**src/rtl/seg_pkg.sv**
```systemverilog
// Shared constants, segment glyphs and conversion FSM state type for the
// 6-digit multiplexed 7-segment scan controller.
package seg_pkg;

  localparam int unsigned NUM_DIG = 6;
  localparam int unsigned BIN_W   = 20;
  localparam int unsigned BCD_W   = 4 * NUM_DIG;

  localparam logic [BIN_W-1:0] MAX_UNSIGNED = 20'd999_999;
  localparam logic [BIN_W-1:0] MAX_SIGNED   = 20'd99_999;

  // Active-low, bit 7 = dp, bits 6:0 = gfedcba
  localparam logic [7:0] SEG_0     = 8'hC0;
  localparam logic [7:0] SEG_1     = 8'hF9;
  localparam logic [7:0] SEG_2     = 8'hA4;
  localparam logic [7:0] SEG_3     = 8'hB0;
  localparam logic [7:0] SEG_4     = 8'h99;
  localparam logic [7:0] SEG_5     = 8'h92;
  localparam logic [7:0] SEG_6     = 8'h82;
  localparam logic [7:0] SEG_7     = 8'hF8;
  localparam logic [7:0] SEG_8     = 8'h80;
  localparam logic [7:0] SEG_9     = 8'h90;
  localparam logic [7:0] SEG_MINUS = 8'hBF;
  localparam logic [7:0] SEG_BLANK = 8'hFF;

  typedef enum logic [1:0] {
    IDLE,
    SHIFT,
    DONE
  } state_e;

  function automatic logic [6:0] glyph7(input logic [3:0] nib);
    case (nib)
      4'd0:    glyph7 = SEG_0[6:0];
      4'd1:    glyph7 = SEG_1[6:0];
      4'd2:    glyph7 = SEG_2[6:0];
      4'd3:    glyph7 = SEG_3[6:0];
      4'd4:    glyph7 = SEG_4[6:0];
      4'd5:    glyph7 = SEG_5[6:0];
      4'd6:    glyph7 = SEG_6[6:0];
      4'd7:    glyph7 = SEG_7[6:0];
      4'd8:    glyph7 = SEG_8[6:0];
      4'd9:    glyph7 = SEG_9[6:0];
      default: glyph7 = SEG_BLANK[6:0];
    endcase
  endfunction

endpackage

```
**src/rtl/bin2bcd_seq.sv**
```systemverilog
// Iterative double-dabble: 20-bit binary to 6 BCD nibbles, one bit per clock.
// start_i loads the operand; done_o flags the cycle of the final shift.
module bin2bcd_seq
  import seg_pkg::*;
(
  input  logic             clk,
  input  logic             rst,
  input  logic             start_i,
  input  logic [BIN_W-1:0] bin_i,
  output logic [BCD_W-1:0] bcd_o,
  output logic             done_o
);

  logic             run_q;
  logic [4:0]       cnt_q;
  logic [BIN_W-1:0] bin_q;
  logic [BCD_W-1:0] bcd_q;
  logic [BCD_W-1:0] adj;

  always_comb begin
    adj = bcd_q;
    for (int unsigned i = 0; i < NUM_DIG; i++) begin
      if (bcd_q[4*i +: 4] >= 4'd5) adj[4*i +: 4] = bcd_q[4*i +: 4] + 4'd3;
    end
  end

  // Combinational so the parent can leave SHIFT on the same edge as the last shift
  assign done_o = run_q && (cnt_q == 5'(BIN_W - 1));
  assign bcd_o  = bcd_q;

  always_ff @(posedge clk) begin
    if (rst) begin
      run_q <= 1'b0;
      cnt_q <= '0;
      bin_q <= '0;
      bcd_q <= '0;
    end else if (start_i) begin
      run_q <= 1'b1;
      cnt_q <= '0;
      bin_q <= bin_i;
      bcd_q <= '0;
    end else if (run_q) begin
      bcd_q <= {adj[BCD_W-2:0], bin_q[BIN_W-1]};
      bin_q <= {bin_q[BIN_W-2:0], 1'b0};
      cnt_q <= cnt_q + 5'd1;
      if (done_o) run_q <= 1'b0;
    end
  end

endmodule

```
**src/rtl/seg_scan_ctrl.sv**
```systemverilog
// 6-digit common-anode 7-segment scan controller with sequential BCD conversion.
// Define LEADING_ZERO_BLANK_EN to blank zero digits left of the most significant digit.
module seg_scan_ctrl
  import seg_pkg::*;
#(
  parameter int unsigned SCAN_DIV = 50_000,
  parameter int unsigned NUM_DIG  = 6
) (
  input  logic               clk,
  input  logic               rst,
  input  logic [19:0]        data,
  input  logic [NUM_DIG-1:0] point,
  input  logic               en,
  input  logic               sign,
  output logic [NUM_DIG-1:0] seg_sel,
  output logic [7:0]         seg_led,
  output logic               busy
);

  localparam int unsigned CNT_W = (SCAN_DIV > 1) ? $clog2(SCAN_DIV) : 1;

  state_e             state_q;
  logic               busy_q;
  logic               snap_vld_q;
  logic [19:0]        snap_data_q;
  logic               snap_sign_q;
  logic [NUM_DIG-1:0] snap_point_q;
  logic [BCD_W-1:0]   bcd_c_q;
  logic [NUM_DIG-1:0] point_c_q;
  logic               sign_c_q;
  logic [CNT_W-1:0]   cnt_q;
  logic [2:0]         idx_q;
  logic [NUM_DIG-1:0] sel_q;
  logic [7:0]         led_q;

  logic               changed;
  logic               start;
  logic [19:0]        clamped;
  logic [BCD_W-1:0]   bcd;
  logic               bcd_done;
  logic [3:0]         nib;
  logic [7:0]         glyph_d;
  logic [NUM_DIG-1:0] sel_d;

  // snap_vld_q forces one conversion after reset even when the inputs are all zero
  assign changed = !snap_vld_q ||
                   ({data, sign, point} != {snap_data_q, snap_sign_q, snap_point_q});
  assign start   = (state_q == IDLE) && changed;

  always_comb begin
    clamped = data;
    if (sign && (data > MAX_SIGNED)) clamped = MAX_SIGNED;
    else if (data > MAX_UNSIGNED)    clamped = MAX_UNSIGNED;
  end

  bin2bcd_seq u_bin2bcd (
    .clk    (clk),
    .rst    (rst),
    .start_i(start),
    .bin_i  (clamped),
    .bcd_o  (bcd),
    .done_o (bcd_done)
  );

  always_ff @(posedge clk) begin
    if (rst) begin
      state_q      <= IDLE;
      busy_q       <= 1'b0;
      snap_vld_q   <= 1'b0;
      snap_data_q  <= '0;
      snap_sign_q  <= 1'b0;
      snap_point_q <= '0;
      bcd_c_q      <= '0;
      point_c_q    <= '0;
      sign_c_q     <= 1'b0;
    end else begin
      case (state_q)
        IDLE: if (changed) begin
          snap_vld_q   <= 1'b1;
          snap_data_q  <= data;
          snap_sign_q  <= sign;
          snap_point_q <= point;
          busy_q       <= 1'b1;
          state_q      <= SHIFT;
        end
        SHIFT: if (bcd_done) state_q <= DONE;
        DONE: begin
          bcd_c_q   <= bcd;
          point_c_q <= snap_point_q;
          sign_c_q  <= snap_sign_q;
          busy_q    <= 1'b0;
          state_q   <= IDLE;
        end
        default: state_q <= IDLE;
      endcase
    end
  end

  always_comb begin
    nib     = 4'(bcd_c_q >> {idx_q, 2'b00});
    glyph_d = {~point_c_q[idx_q], glyph7(nib)};
`ifdef LEADING_ZERO_BLANK_EN
    begin
      logic blank;
      blank = (idx_q != 3'd0);
      for (int unsigned j = 0; j < NUM_DIG; j++) begin
        if ((j >= 32'(idx_q)) && ((bcd_c_q[4*j +: 4] != 4'd0) || point_c_q[j])) blank = 1'b0;
      end
      if (blank) glyph_d = SEG_BLANK;
    end
`endif
    if (sign_c_q && (idx_q == 3'(NUM_DIG - 1))) glyph_d = {~point_c_q[idx_q], SEG_MINUS[6:0]};
    sel_d = ~(NUM_DIG'(1) << idx_q);
  end

  always_ff @(posedge clk) begin
    if (rst) begin
      cnt_q <= '0;
      idx_q <= '0;
      sel_q <= '1;
      led_q <= '1;
    end else begin
      if (cnt_q == CNT_W'(SCAN_DIV - 1)) begin
        cnt_q <= '0;
        idx_q <= (idx_q == 3'(NUM_DIG - 1)) ? 3'd0 : idx_q + 3'd1;
      end else begin
        cnt_q <= cnt_q + CNT_W'(1);
      end
      sel_q <= en ? sel_d : '1;
      led_q <= en ? glyph_d : '1;
    end
  end

  assign seg_sel = sel_q;
  assign seg_led = led_q;
  assign busy    = busy_q;

endmodule

```
**config.mk**
```make
export PLATFORM = sky130hd
export DESIGN_NAME = seg_scan_ctrl
export DESIGN_NICKNAME = d
export VERILOG_FILES = /design/src/rtl/seg_pkg.sv /design/src/rtl/bin2bcd_seq.sv /design/src/rtl/seg_scan_ctrl.sv
export SDC_FILE = /design/constraint.sdc
export NUM_CORES = 1
export LEC_CHECK = 0
export BUFFER_PORTS_ARGS = -buffer_cell sky130_fd_sc_hd__buf_2
export CAP_MARGIN = 20
export CORE_UTILIZATION = 61
export CTS_CLUSTER_DIAMETER = 120
export CTS_CLUSTER_SIZE = 25
export DETAILED_ROUTE_END_ITERATION = 7
export GPL_ROUTABILITY_DRIVEN = 0
export MAX_ROUTING_LAYER = met4
export PLACE_DENSITY = 0.79
export RECOVER_POWER = 100
export SYNTH_ARGS = -nofsm -noshare
export SYNTH_HDL_FRONTEND = slang
export SYNTH_HIERARCHICAL = 1
export SYNTH_SLANG_ARGS = --single-unit
```
**constraint.sdc**
```tcl
create_clock -name clk -period 3.1 [get_ports clk]
set_input_delay 0.465 -clock clk [delete_from_list [all_inputs] [get_ports clk]]
set_output_delay 0.465 -clock clk [all_outputs]
set_load 0.01 [all_outputs]
```
==> metrics.csv <==
stage;metric;value;unit
floorplanning;io_pins;45;
synth;yosysSeqAreaShare;39.8;%
synth;synthArstFlopShare;0;%
timing;maxSlewViolCount;47;
timing;finalSetupTns;0;ps
drt;via_count;5960;
layout;layout_commonest_cell;dfxtp_1;
critical_path;start_kind;flip-flop;
drt;wl_per_cell;15.7;um
floorplanning;row_count;39;
timing;tightest_slew;1690;ps
synth;synth_area;7300;um2
clocking;cts_root_buf;clkbuf_16;
global_routing;first_global_vias;5924;
power_and_ir_drop;p_leak;0.00305;uW
global_routing;grt_pass1_wl;27.3;mm
place;place_area;7580;um2
layout;antenna_cells;0;
clocking;cts_tree;done;
critical_path;crit_fanout;13;
synth;synth_flop_cell;dfxtp_1;
clocking;cts_resized;0;
drt;dr.pass1.iters;8;
clocking;clkLatencyLatePin;430;ps
floorplanning;dieArea;12400;um2
critical_path;crit_required;3400;ps
synth;netlist-cell-type-count;58;
power_and_ir_drop;ir_drop;0.496;mV
synth;postSynthAreaPerCell;8.82;um2
floorplanning;die_w;111;um
clocking;cts_sinks;145;
global_routing;antenna_found_initial;0;
timing;slew_headroom;-12.6;%
timing;fin_worst_skew;7.00;ps
layout;synthToLayoutAreaGrowth;12.0;%
clocking;numCtsBuffers;17;
synth;syn-num-nets;878;
critical_path;worstSetupPathType;reg2reg;
clocking;holdBufCountCts;0;
clocking;clk_pin_slew_worst_paths;60;ps
drt;routed_wl;16.0;mm
clocking;h-tree-depth;4;
global_routing;grt_overflow;0;
floorplanning;die_y;111;um
floorplanning;initial_core_util;63.1;%
synth;synth_edf_count;0;
global_routing;track_usage;28.3;%
drt;drt-initial-drc-count;432;
clocking;clock_path_buffers;2;
drt;ant_nets;0;
drt;drc_errors;2;
min_path;min_path_type;in2reg;
place;io_buffers;44;
drt;viasPerCell;5.87;
layout;nets;909;
timing;grt_setup_unrepaired;no;
timing;final-setup-viol-count;0;
timing;fmax;375;MHz
place;hpwlAfterDp;10.9;mm
synth;syn_inst;828;
timing;fin_crit_sh;86.0;%
clocking;cts_setup_buffers;0;
floorplanning;coreArea;11600;um2
global_routing;grt_max_degree;56;
layout;fin_area;8180;um2
synth;ys_ff_latch;145;
layout;drive_above_1_share;12.7;%
timing;finalHoldViolCount;0;
job;cap_violations;1;
critical_path;cp.arrival;2970;ps
outcome;violations;design-rule violations, max-capacitance violations, max-slew violations;
timing;period_needed;2670;ps
power_and_ir_drop;p_per_area;546;nW/um2
synth;yosys_warnings;6;
layout;layout_common_cells;dfxtp_1, nand2_1, nand2b_1;
outcome;status;complete, but fails checks;
critical_path;crit_path_end_kind;flip-flop;
## stage by stage
| stage | cells | util (%) | setup slack (ps) | hold WS [ps] | total power (uW) |
|---|---|---|---|---|---|
| floorplan | 828 | - | 750 | 404 | 2260 |
| global placement | 982 | 65.6 | 582 | 435 | 2340 |
| detailed placement | 982 | 65.6 | 480 | 448 | 2360 |
| CTS | 1014 | 71.0 | 621 | 318 | 4490 |
| global route | 1015 | 70.7 | 251 | 336 | 4610 |
| finish | 1015 | 70.7 | 433 | 321 | 4460 |
## power breakdown
part | total (uW) | internal, uW | switching [uW]
Clock | 2140 | 1360 | 771
Sequential | 1970 | 1920 | 49.3
Combinational | 356 | 162 | 194
## worst max-delay path: stages (launching register included)
cell      delay (ps)
dfxtp_1          550
clkbuf_1         370
mux4_2           560
a22o_1           390
or3b_1           470
nor2_4           150
a21oi_1           60
## Yosys cell counts (2+ instances only)
| cell type | n | area (um2) |
|---|---|---|
| buf_6 | 3 | 33.8 |
| ha_1 | 20 | 250 |
| nand4_1 | 13 | 81.3 |
| mux4_2 | 5 | 113 |
| o21a_1 | 7 | 52.6 |
| a21boi_0 | 2 | 15.0 |
| buf_4 | 3 | 22.5 |
| dfxtp_1 | 145 | 2900 |
| a31oi_1 | 9 | 56.3 |
| o32ai_1 | 4 | 35.0 |
| nand4b_1 | 4 | 35.0 |
| xnor2_1 | 36 | 315 |
| xor2_1 | 10 | 87.6 |
| nand2b_1 | 69 | 432 |
| a22o_1 | 3 | 26.3 |
| buf_2 | 12 | 60.1 |
| nand3b_1 | 6 | 45.0 |
| inv_2 | 2 | 7.51 |
| nand3_1 | 27 | 135 |
| nor4_1 | 5 | 31.3 |
| a2111o_1 | 8 | 90.1 |
| or3_1 | 4 | 25.0 |
| nor2b_1 | 10 | 62.6 |
| or3b_2 | 4 | 35.0 |
| nor2_1 | 62 | 233 |
| nor3_1 | 5 | 25.0 |
| nand2_1 | 110 | 413 |
| and2_1 | 3 | 18.8 |
| or4_1 | 4 | 30.0 |
| clkbuf_1 | 24 | 90.1 |
| mux2i_1 | 49 | 490 |
| mux2_2 | 24 | 270 |
| o211ai_1 | 8 | 60.1 |
| inv_1 | 21 | 78.8 |
| a21oi_1 | 55 | 275 |
| and3_1 | 8 | 50.1 |
| buf_1 | 2 | 7.51 |
| nor3b_1 | 3 | 22.5 |
| o21ai_1 | 6 | 30.0 |
| o21ai_0 | 15 | 75.1 |
## state kept, by name (all words and copies together), names as in the netlist, 3 cells and up
signal / flops
idx_q: 3
snap_data_q: 20
u_bin2bcd/cnt_q: 5
cnt_q: 16
u_bin2bcd/bin_q: 20
bcd_c_q: 24
snap_point_q: 6
seg_sel: 6
u_bin2bcd/bcd_o: 24
point_c_q: 6
seg_led: 8
## cell type report
| cell class | count | area (um2) |
|---|---|---|
| multi-input combinational | 615 | 4100 |
| fill | 903 | 3390 |
| sequential | 145 | 2900 |
| clock buffer | 22 | 494 |
| timing repair buffer | 56 | 284 |
| tap | 143 | 179 |
| clock inverter | 10 | 130 |
| inverter | 24 | 90.1 |
## kinds of logic (layout without fill, tap and decap cells)
| logic type | after synthesis | in the layout | share of synthesized area (%) |
|---|---|---|---|
| simple gates | 345 | 345 | 24.0 |
| xor+xnor | 46 | 46 | 5.52 |
| flops | 145 | 145 | 39.8 |
| mux | 78 | 78 | 12.0 |
| compound gates | 126 | 126 | 11.2 |
| buf+inv | 68 | 112 | 4.16 |
| fa+ha+maj | 20 | 20 | 3.43 |
## worst paths after layout
kind	slack (ps)	depth (start not counted)	from	endpoint
max	430	6	idx_q[0]	seg_led[3]
min	320	3	point[3]	snap_point_q[3]
max reg2reg	430	6	idx_q[0]	seg_led[3]
min reg2reg	450	2	point_c_q[0]	point_c_q[0]
## layer usage
metal  wire length [um]  share of wire (%)  vias to the layer above  GRT usage (%)
li1                   -                  -                     2911              -
met1               6620                 41                     2839           30.4
met2               8200                 51                      170           49.5
met3                700                4.4                       40           7.02
met4                459                2.9                        0           12.2
met5                  0                  0                        -              -
Power figures use the tool's default switching activity.
